<file path="src/rtl/minor_det2_unit_if.sv">
// Element-fetch and result bundle between the minor unit and its requester / 3x3 stage.
// start is a request, accepted only while the unit is idle (busy=0, done=0); done pulses once per accepted start.
interface minor_det2_unit_if #(
   parameter int DW = 8,
   parameter int RW = 16
);
   logic          start;
   logic [1:0]    minor_idx;
   logic [3:0]    sel;
   logic [DW-1:0] k;
   logic          busy;
   logic          done;
   logic [RW-1:0] det_out;
   logic [2:0]    dbg_state;

   modport master (
      output start, minor_idx, k,
      input  sel, busy, done, det_out, dbg_state
   );

   modport slave (
      input  start, minor_idx, k,
      output sel, busy, done, det_out, dbg_state
   );
endinterface

</file>
<file path="src/rtl/minor_det2_unit.sv">
// 2x2 minor determinant: fetches four elements serially, then p0*p3 - p1*p2 on one shared multiplier.
// Optional MINOR_DET2_EARLY_ZERO_EN: skip the multiply when both products are trivially zero.
module minor_det2_unit #(
   parameter int DW = 8,
   parameter int RW = 16
) (
   input logic                clock,
   input logic                reset,
   minor_det2_unit_if.slave   bus
);

   typedef enum logic [2:0] {
      IDLE = 3'd0,
      F0   = 3'd1,
      F1   = 3'd2,
      F2   = 3'd3,
      F3   = 3'd4,
      MUL1 = 3'd5,
      MUL2 = 3'd6,
      DONE = 3'd7
   } state_t;

   state_t               state;
   logic [1:0]           minor;
   logic [3:0]           sel_q;
   logic                 busy_q;
   logic                 done_q;
   logic signed [RW-1:0] det_q;
   logic [DW-1:0]        p0, p1, p2, p3;
   logic signed [RW-1:0] acc;
   logic signed [RW-1:0] mul_a, mul_b, prod;

   function automatic logic signed [RW-1:0] sext(input logic [DW-1:0] v);
      return {{(RW-DW){v[DW-1]}}, v};
   endfunction

   // Element index for fetch slot j of minor m; minor 3 reads index 15, which returns 0.
   function automatic logic [3:0] map_idx(input logic [1:0] m, input logic [1:0] j);
      logic [3:0] r;
      r = 4'hF;
      case (m)
         2'd0: case (j)
            2'd0: r = 4'd4;
            2'd1: r = 4'd5;
            2'd2: r = 4'd7;
            default: r = 4'd8;
         endcase
         2'd1: case (j)
            2'd0: r = 4'd3;
            2'd1: r = 4'd5;
            2'd2: r = 4'd6;
            default: r = 4'd8;
         endcase
         2'd2: case (j)
            2'd0: r = 4'd3;
            2'd1: r = 4'd4;
            2'd2: r = 4'd6;
            default: r = 4'd7;
         endcase
         default: r = 4'hF;
      endcase
      return r;
   endfunction

   always_comb begin
      mul_a = sext(p1);
      mul_b = sext(p2);
      if (state == MUL1) begin
         mul_a = sext(p0);
         mul_b = sext(p3);
      end
   end

   assign prod = mul_a * mul_b;

   always_ff @(posedge clock or negedge reset) begin
      if (!reset) begin
         state  <= IDLE;
         minor  <= 2'd0;
         sel_q  <= 4'hF;
         busy_q <= 1'b0;
         done_q <= 1'b0;
         det_q  <= '0;
         p0     <= '0;
         p1     <= '0;
         p2     <= '0;
         p3     <= '0;
         acc    <= '0;
      end else begin
         case (state)
            IDLE: begin
               if (bus.start) begin
                  minor  <= bus.minor_idx;
                  sel_q  <= map_idx(bus.minor_idx, 2'd0);
                  busy_q <= 1'b1;
                  state  <= F0;
               end
            end
            F0: begin
               p0    <= bus.k;
               sel_q <= map_idx(minor, 2'd1);
               state <= F1;
            end
            F1: begin
               p1    <= bus.k;
               sel_q <= map_idx(minor, 2'd2);
               state <= F2;
            end
            F2: begin
               p2    <= bus.k;
               sel_q <= map_idx(minor, 2'd3);
               state <= F3;
            end
            F3: begin
               p3    <= bus.k;
               sel_q <= 4'hF;
`ifdef MINOR_DET2_EARLY_ZERO_EN
               if ((p0 == '0 || bus.k == '0) && (p1 == '0 || p2 == '0)) begin
                  det_q  <= '0;
                  done_q <= 1'b1;
                  busy_q <= 1'b0;
                  state  <= DONE;
               end else begin
                  state <= MUL1;
               end
`else
               state <= MUL1;
`endif
            end
            MUL1: begin
               acc   <= prod;
               state <= MUL2;
            end
            MUL2: begin
               det_q  <= acc - prod;
               done_q <= 1'b1;
               busy_q <= 1'b0;
               state  <= DONE;
            end
            DONE: begin
               done_q <= 1'b0;
               state  <= IDLE;
            end
            default: state <= IDLE;
         endcase
      end
   end

   assign bus.sel       = sel_q;
   assign bus.busy      = busy_q;
   assign bus.done      = done_q;
   assign bus.det_out   = det_q;
   assign bus.dbg_state = state;

endmodule

</file>
<file path="src/flat_wrapper.sv">
// flat-port wrapper written by rule: the top's interface ports become plain ports
module minor_det2_unit_flat 
#(
   parameter int DW = 8,
   parameter int RW = 16
)
  (clock, reset, bus_start, bus_minor_idx, bus_k, bus_sel, bus_busy, bus_done, bus_det_out, bus_dbg_state);
  minor_det2_unit_if #(.DW(DW), .RW(RW)) bus_i ();
  input logic clock;
  input logic reset;
  input wire logic [$bits(bus_i.start)-1:0] bus_start;
  input wire logic [$bits(bus_i.minor_idx)-1:0] bus_minor_idx;
  input wire logic [$bits(bus_i.k)-1:0] bus_k;
  output wire logic [$bits(bus_i.sel)-1:0] bus_sel;
  output wire logic [$bits(bus_i.busy)-1:0] bus_busy;
  output wire logic [$bits(bus_i.done)-1:0] bus_done;
  output wire logic [$bits(bus_i.det_out)-1:0] bus_det_out;
  output wire logic [$bits(bus_i.dbg_state)-1:0] bus_dbg_state;
  assign bus_i.start = bus_start;
  assign bus_i.minor_idx = bus_minor_idx;
  assign bus_i.k = bus_k;
  assign bus_sel = bus_i.sel;
  assign bus_busy = bus_i.busy;
  assign bus_done = bus_i.done;
  assign bus_det_out = bus_i.det_out;
  assign bus_dbg_state = bus_i.dbg_state;
  minor_det2_unit #(.DW(DW), .RW(RW)) u_core (.clock(clock), .reset(reset), .bus(bus_i));
endmodule
</file>
<file path="config.mk">
export PLATFORM = sky130hd
export DESIGN_NAME = minor_det2_unit_flat
export DESIGN_NICKNAME = d
export VERILOG_FILES = /design/src/rtl/minor_det2_unit_if.sv /design/src/rtl/minor_det2_unit.sv /design/src/flat_wrapper.sv
export SDC_FILE = /design/constraint.sdc
export NUM_CORES = 1
export LEC_CHECK = 0
export ABC_CLOCK_PERIOD_IN_PS = 11700
export CAP_MARGIN = 20
export CORE_MARGIN = 1.5
export CORE_UTILIZATION = 62
export CTS_CLUSTER_SIZE = 16
export DETAILED_ROUTE_END_ITERATION = 10
export GPL_ROUTABILITY_DRIVEN = 0
export PLACE_DENSITY = 0.82
export SYNTH_ARGS = -nofsm -noshare
export SYNTH_HDL_FRONTEND = slang
export SYNTH_SLANG_ARGS = --single-unit
</file>
<file path="constraint.sdc">
create_clock -name clock -period 11.7 [get_ports clock]
set_input_delay 1.17 -clock clock [delete_from_list [all_inputs] [get_ports clock]]
set_output_delay 1.17 -clock clock [all_outputs]
set_load 0.05 [all_outputs]
</file>
Word level (Yosys, flattened, before mapping)
Cells that the tools add are included.

Register bits after elaboration: 75. Input bits: 13. Output and inout bits: 25. Logic and storage cells: 50.

Add/sub/neg operators: 1. Multipliers: 1. Equal/unequal tests: 12. Multiplexer cells: 13. Reduce and logical (&&, ||, !) cells: 12.

Operators with widths (count): $mux 16 (2); $pmux 4 s2 (4); $pmux 3 s8 (1); $pmux 4 s5 (1); $mul 16x16->16 (1); $sub 16x16->16 (1); $eq 3x3->1 const B (4); $eq 3x2->1 const B (2); $reduce_and 2->1 (3); $reduce_or 2->1 (3); $reduce_bool 5->1 (1); $eq 2x1->1 const B (2); $eq 2x2->1 const B (2); $logic_not 2->1 (2); $mux 4 (1); $pmux 1 s2 (2); $reduce_bool 2->1 (2); $eq 3x1->1 const B (1); $logic_not 3->1 (1); $mux 3 (1); $ne 2x2->1 const B (1); $mux 1 (1).

Longest topological paths before layout
Word-level depth: 5. Gate-level depth with buffers: 33. Mapped depth without buffers: 30.

Least setup slack after synthesis
Ideal clock, no wire load.

Path kind: register to register. Start: register u_core.state[1], in the netlist u_core.bus.dbg_state[1]. End: register u_core.det_q[15], in the netlist u_core.bus.det_out[15]. Setup time: 132 ps. Data arrival time: 8231 ps. Required time: 11568 ps. Path slack: 3337 ps. Cell stages (with the launch flop): 32. Path buffers: 3. Clock period less this slack: 8363 ps. Cells stage by stage: dfrtp_1 > nand3b_1 > clkbuf_1 > clkbuf_1 > clkbuf_1 > mux2i_1 > nor2_1 > fa_1 > inv_1 > fa_1 > inv_1 > fa_1 > inv_1 > fa_1 > inv_1 > fa_1 > inv_1 > fa_1 > inv_1 > ha_1 > a21oi_1 > o21ai_0 > a31o_2 > o21ai_0 > nand2b_1 > a21oi_1 > xor2_1 > ha_1 > o2111a_1 > a311oi_2 > xor2_1 > o21ai_1.

Word-level cells in the longest chain between the ends: 4. Elaborated cells on any way between the ends: 6. Classes of those cells: add/sub (1); mul (1); eq/ne (2); mux (2).

RTL lines: start, declared (RTL line minor_det2_unit.sv:23) `state_t state;`; start signal, assigned (RTL line minor_det2_unit.sv:78) `state <= IDLE;`; start signal, assigned (RTL line minor_det2_unit.sv:96) `state <= F0;`; start signal, assigned (RTL line minor_det2_unit.sv:102) `state <= F1;`; $eq 3x3->1 (RTL line minor_det2_unit.sv:68) `if (state == MUL1) begin`; $mux 16 (RTL line minor_det2_unit.sv:68); $mul 16x16->16 (RTL line minor_det2_unit.sv:74) `assign prod = mul_a * mul_b;`; $sub 16x16->16 (RTL line minor_det2_unit.sv:135) `det_q <= acc - prod;`; end signal, assigned (RTL line minor_det2_unit.sv:135); end, declared (RTL line minor_det2_unit.sv:28) `logic signed [RW-1:0] det_q;`.

Several ways; a longest one is shown, not always the timed one. A chain may end at the register's enable or synchronous reset.

Worst setup path after layout
Same ends and word-level chain as after synthesis.

==> results.md <==
* DRC at 0
* CTS tree: yes
* Hold Path Depth at 2
* Synth Area in Simple Gates at 10.8%
* Die footprint at 12300 µm²
* Via density per instance at 5.55
* Std cell rows at 39
* Synth area leaders: dfrtp_1 25%, fa_1 20%, ha_1 13%
* Clock Tree Root: clkbuf_16
* Final instance area at 8030 µm²
* Skew-Pair Late Insertion Delay at 0.34 ns
* Total core area at 11400 µm²
* CTS Buffer Depth at 2
* Drt first pass iters at 5
* Area post-placement at 7740 µm²
* Post-synth net total at 896
* Multi-input gate area at 4830 µm²
* Synth Cell Area at 7240 µm²
* Final min period at 8.35 ns
* Fraction of registers with async set or reset after synthesis at 100%
* RSZ-0062 raised after global routing: false
* Setup TNS at 0 ns
* Yosys top cell area share at 24.5%
* Setup crit end kind: flip-flop
* Crit path DAT at 8.56 ns
* Adder and majority gate portion of the synthesized area at 33.1%
* Largest net degree at the start of global routing at 76
* Total CTS buffers at 9
* Initial antenna violation count at 0
* Yosys top cell by area: dfrtp_1
* Crit path max-delay cell type: mux2i_1
* Worst path max stage delay at 0.61 ns
* First-pass GRT wire length at 24300 µm
* Avg Synthesized Cell Area at 9.82 µm²
* Antenna fix cells at 0
* DP HPWL at 11100 µm
* Most frequent cells after synthesis: 126 x inv_1, 74 x ha_1, 72 x fa_1, 71 x dfrtp_1, 61 x nand2_1
* Critical path depth at 30
* Post-route ant nets at 0
* R2R Path End: u_core.bus.det_out[15]
* Initial DRC count at 315
* Hold Vio Cnt, Final at 0
* Synth Area in XOR/XNOR at 5.32%
* Io pins at 38
* Most common cell in the netlist: inv_1
* PortBufs at 37
* Synth Flop Type: dfrtp_1
* Status: completed
* CTS clk-pin slew, worst paths at 0.06 ns
* Largest family of logic cells by synthesized area: adder cells
* H-tree depth at 3
* Crit path top cell by count: inv_1
* Post-Synthesis Cells at 737
* Sequential fraction of the synthesis area at 26.0%
* WL per Instance at 15.2 µm
* Register area at 1880 µm²
* Synth unique cells at 53
* Post-layout net count at 928
* DRT Wirelength at 14000 µm
* Worst-Margin Slew at 0.937 ns
* FF-to-FF path depth at 30
* Starting Density at 63.4%
* F_max at 0.120 GHz
* Setup slack, reg-to-reg at 3.35 ns
* Critical path class: flip-flop to flip-flop
* Ratio of cells with drive above 1 in the final layout at 11.1%
* MaxCap Viol Count at 0
* Setup Fix Bufs, Post-CTS at 0
* Die width at 111 µm
* Post-CTS sizing at 0
* Hold bufs inserted after CTS at 0
* Die Height at 111 µm
* Post-synth EDFFs at 0
* Max FO, Critical Path at 58
* Setup violators final at 0
* Worst path top cell family by delay: adder cells
* Vias in the first global route at 5375
* Setup Skew at 0.00392 ns
* Total track usage at 24.1%
* Startpoint Class: flip-flop
* Synth Register Bits at 75
* # clock sinks at 75
* Portion of netlist area occupied by mux cells at 9.32%
* Compound-Gate Fraction of Synth Area at 8.06%
* Reg2Reg Launch Point: u_core.bus.dbg_state[1]
* Hold Startpoint: u_core.bus.det_out[12]
* Crit path required time at 11.91 ns
* WHS Endpoint: u_core.bus.det_out[12]
* Synth-to-Final Area Change at 11.0%
* Final Cycle Share at 71.4%
* Slew headroom at 37.2%
* Bufs and invs on worst path at 8
* Number of synthesis warnings at 0
* DR vias at 5086
* Gr ovfl total at 0
* HP Class: flip-flop to flip-flop
* Number of fill cells in the layout at 811
* Max Slew Vio Count at 0
[layer usage]
layer | track usage [%] | wire (µm) | share of wire [%]
met1 | 29.8 | 5970 | 43
met5 | 0 | 0 | 0
met4 | 8.52 | 290 | 2.1
met2 | 42.8 | 7200 | 51
met3 | 4.21 | 518 | 3.7
[worst register-to-register path: cells and delay by family (launching register included)]
family,cells,cell delay (ns)
muxes,1,0.62
adders and majority gates,8,3.68
xor gates and xnor gates,2,0.37
AOI/OAI and AO/OA,8,1.52
DFF,1,0.56
buffers and inverters,8,0.93
and+or+nand+nor,3,0.53
[flip-flops by register name, indices dropped and copies added (netlist names), 2 cells and up]
signal,flops
u_core.acc,16
u_core.p2,8
u_core.bus.det_out,16
u_core.bus.sel,4
u_core.bus.dbg_state,3
u_core.minor,2
u_core.p1,8
u_core.p0,8
u_core.p3,8
[cells in the final DEF, fill, tap and decap left out, types with 2 or more instances in the layout]
cell             instances
or3_1                    3
clkbuf_16                9
mux2i_1                 19
o21ai_1                  3
buf_4                    2
dfstp_2                  4
mux2_2                  43
a21oi_1                 16
and3_1                   3
nand3b_1                 2
nand3_1                  5
nand2b_1                11
maj3_1                   2
nor3_1                   4
o21bai_1                 3
nor3b_2                  2
o21a_1                   2
or2_2                   13
clkinv_2                 2
o211ai_1                 2
dfrtp_1                 71
a21o_1                   5
xnor2_1                 29
nor2_1                  60
o21ai_0                 39
inv_1                  126
nand2_1                 61
xor2_1                  15
a31oi_1                  2
clkdlybuf4s50_1         36
ha_1                    74
a211oi_1                 3
o31ai_1                  4
fa_1                    72
[stage by stage]
step	utilization (%)	cells	hold slack, ns	setup WS [ns]
after floorplan	-	737	0.450	3.34
after global placement	67.8	901	0.457	3.69
after detailed placement	67.8	901	0.469	3.39
after CTS	70.3	917	0.482	3.39
after global routing	70.3	917	0.508	2.78
final	70.3	917	0.474	3.35
[logic make-up after synthesis]
family                   Yosys count
flip-flops                        75
adder cells (fa/ha/maj)          149
multiplexers                      62
AO/OA/AOI/OAI                     93
XOR/XNOR                          44
AND/OR/NAND/NOR                  171
buffers and inverters            143
[how the worst max path moves through the flow]
stage / from / endpoint / slack [ns]
after floorplan: u_core.bus.dbg_state[1] / u_core.bus.det_out[15] / 3.34
after global placement: u_core.bus.dbg_state[1] / u_core.bus.det_out[15] / 3.69
after detailed placement: u_core.bus.dbg_state[1] / u_core.bus.det_out[15] / 3.39
after CTS: u_core.bus.dbg_state[1] / u_core.bus.det_out[15] / 3.39
after global routing: u_core.bus.dbg_state[1] / u_core.bus.det_out[15] / 2.78
final: u_core.bus.dbg_state[1] / u_core.bus.det_out[15] / 3.35
[area by class of cell]
| cell class | instances | area share [%] |
|---|---|---|
| Timing Repair Buffer | 38 | 4.67 |
| Inverter | 126 | 5.89 |
| Tap cell | 143 | 2.23 |
| Sequential cell | 75 | 23.4 |
| Clock buffer | 10 | 2.85 |
| Multi-Input combinational cell | 519 | 60.1 |
| Clock inverter | 6 | 0.810 |
Power is left out: the tool's default activity adds up to more than one toggle a clock period on the data nets, which glitch-free logic cannot reach.
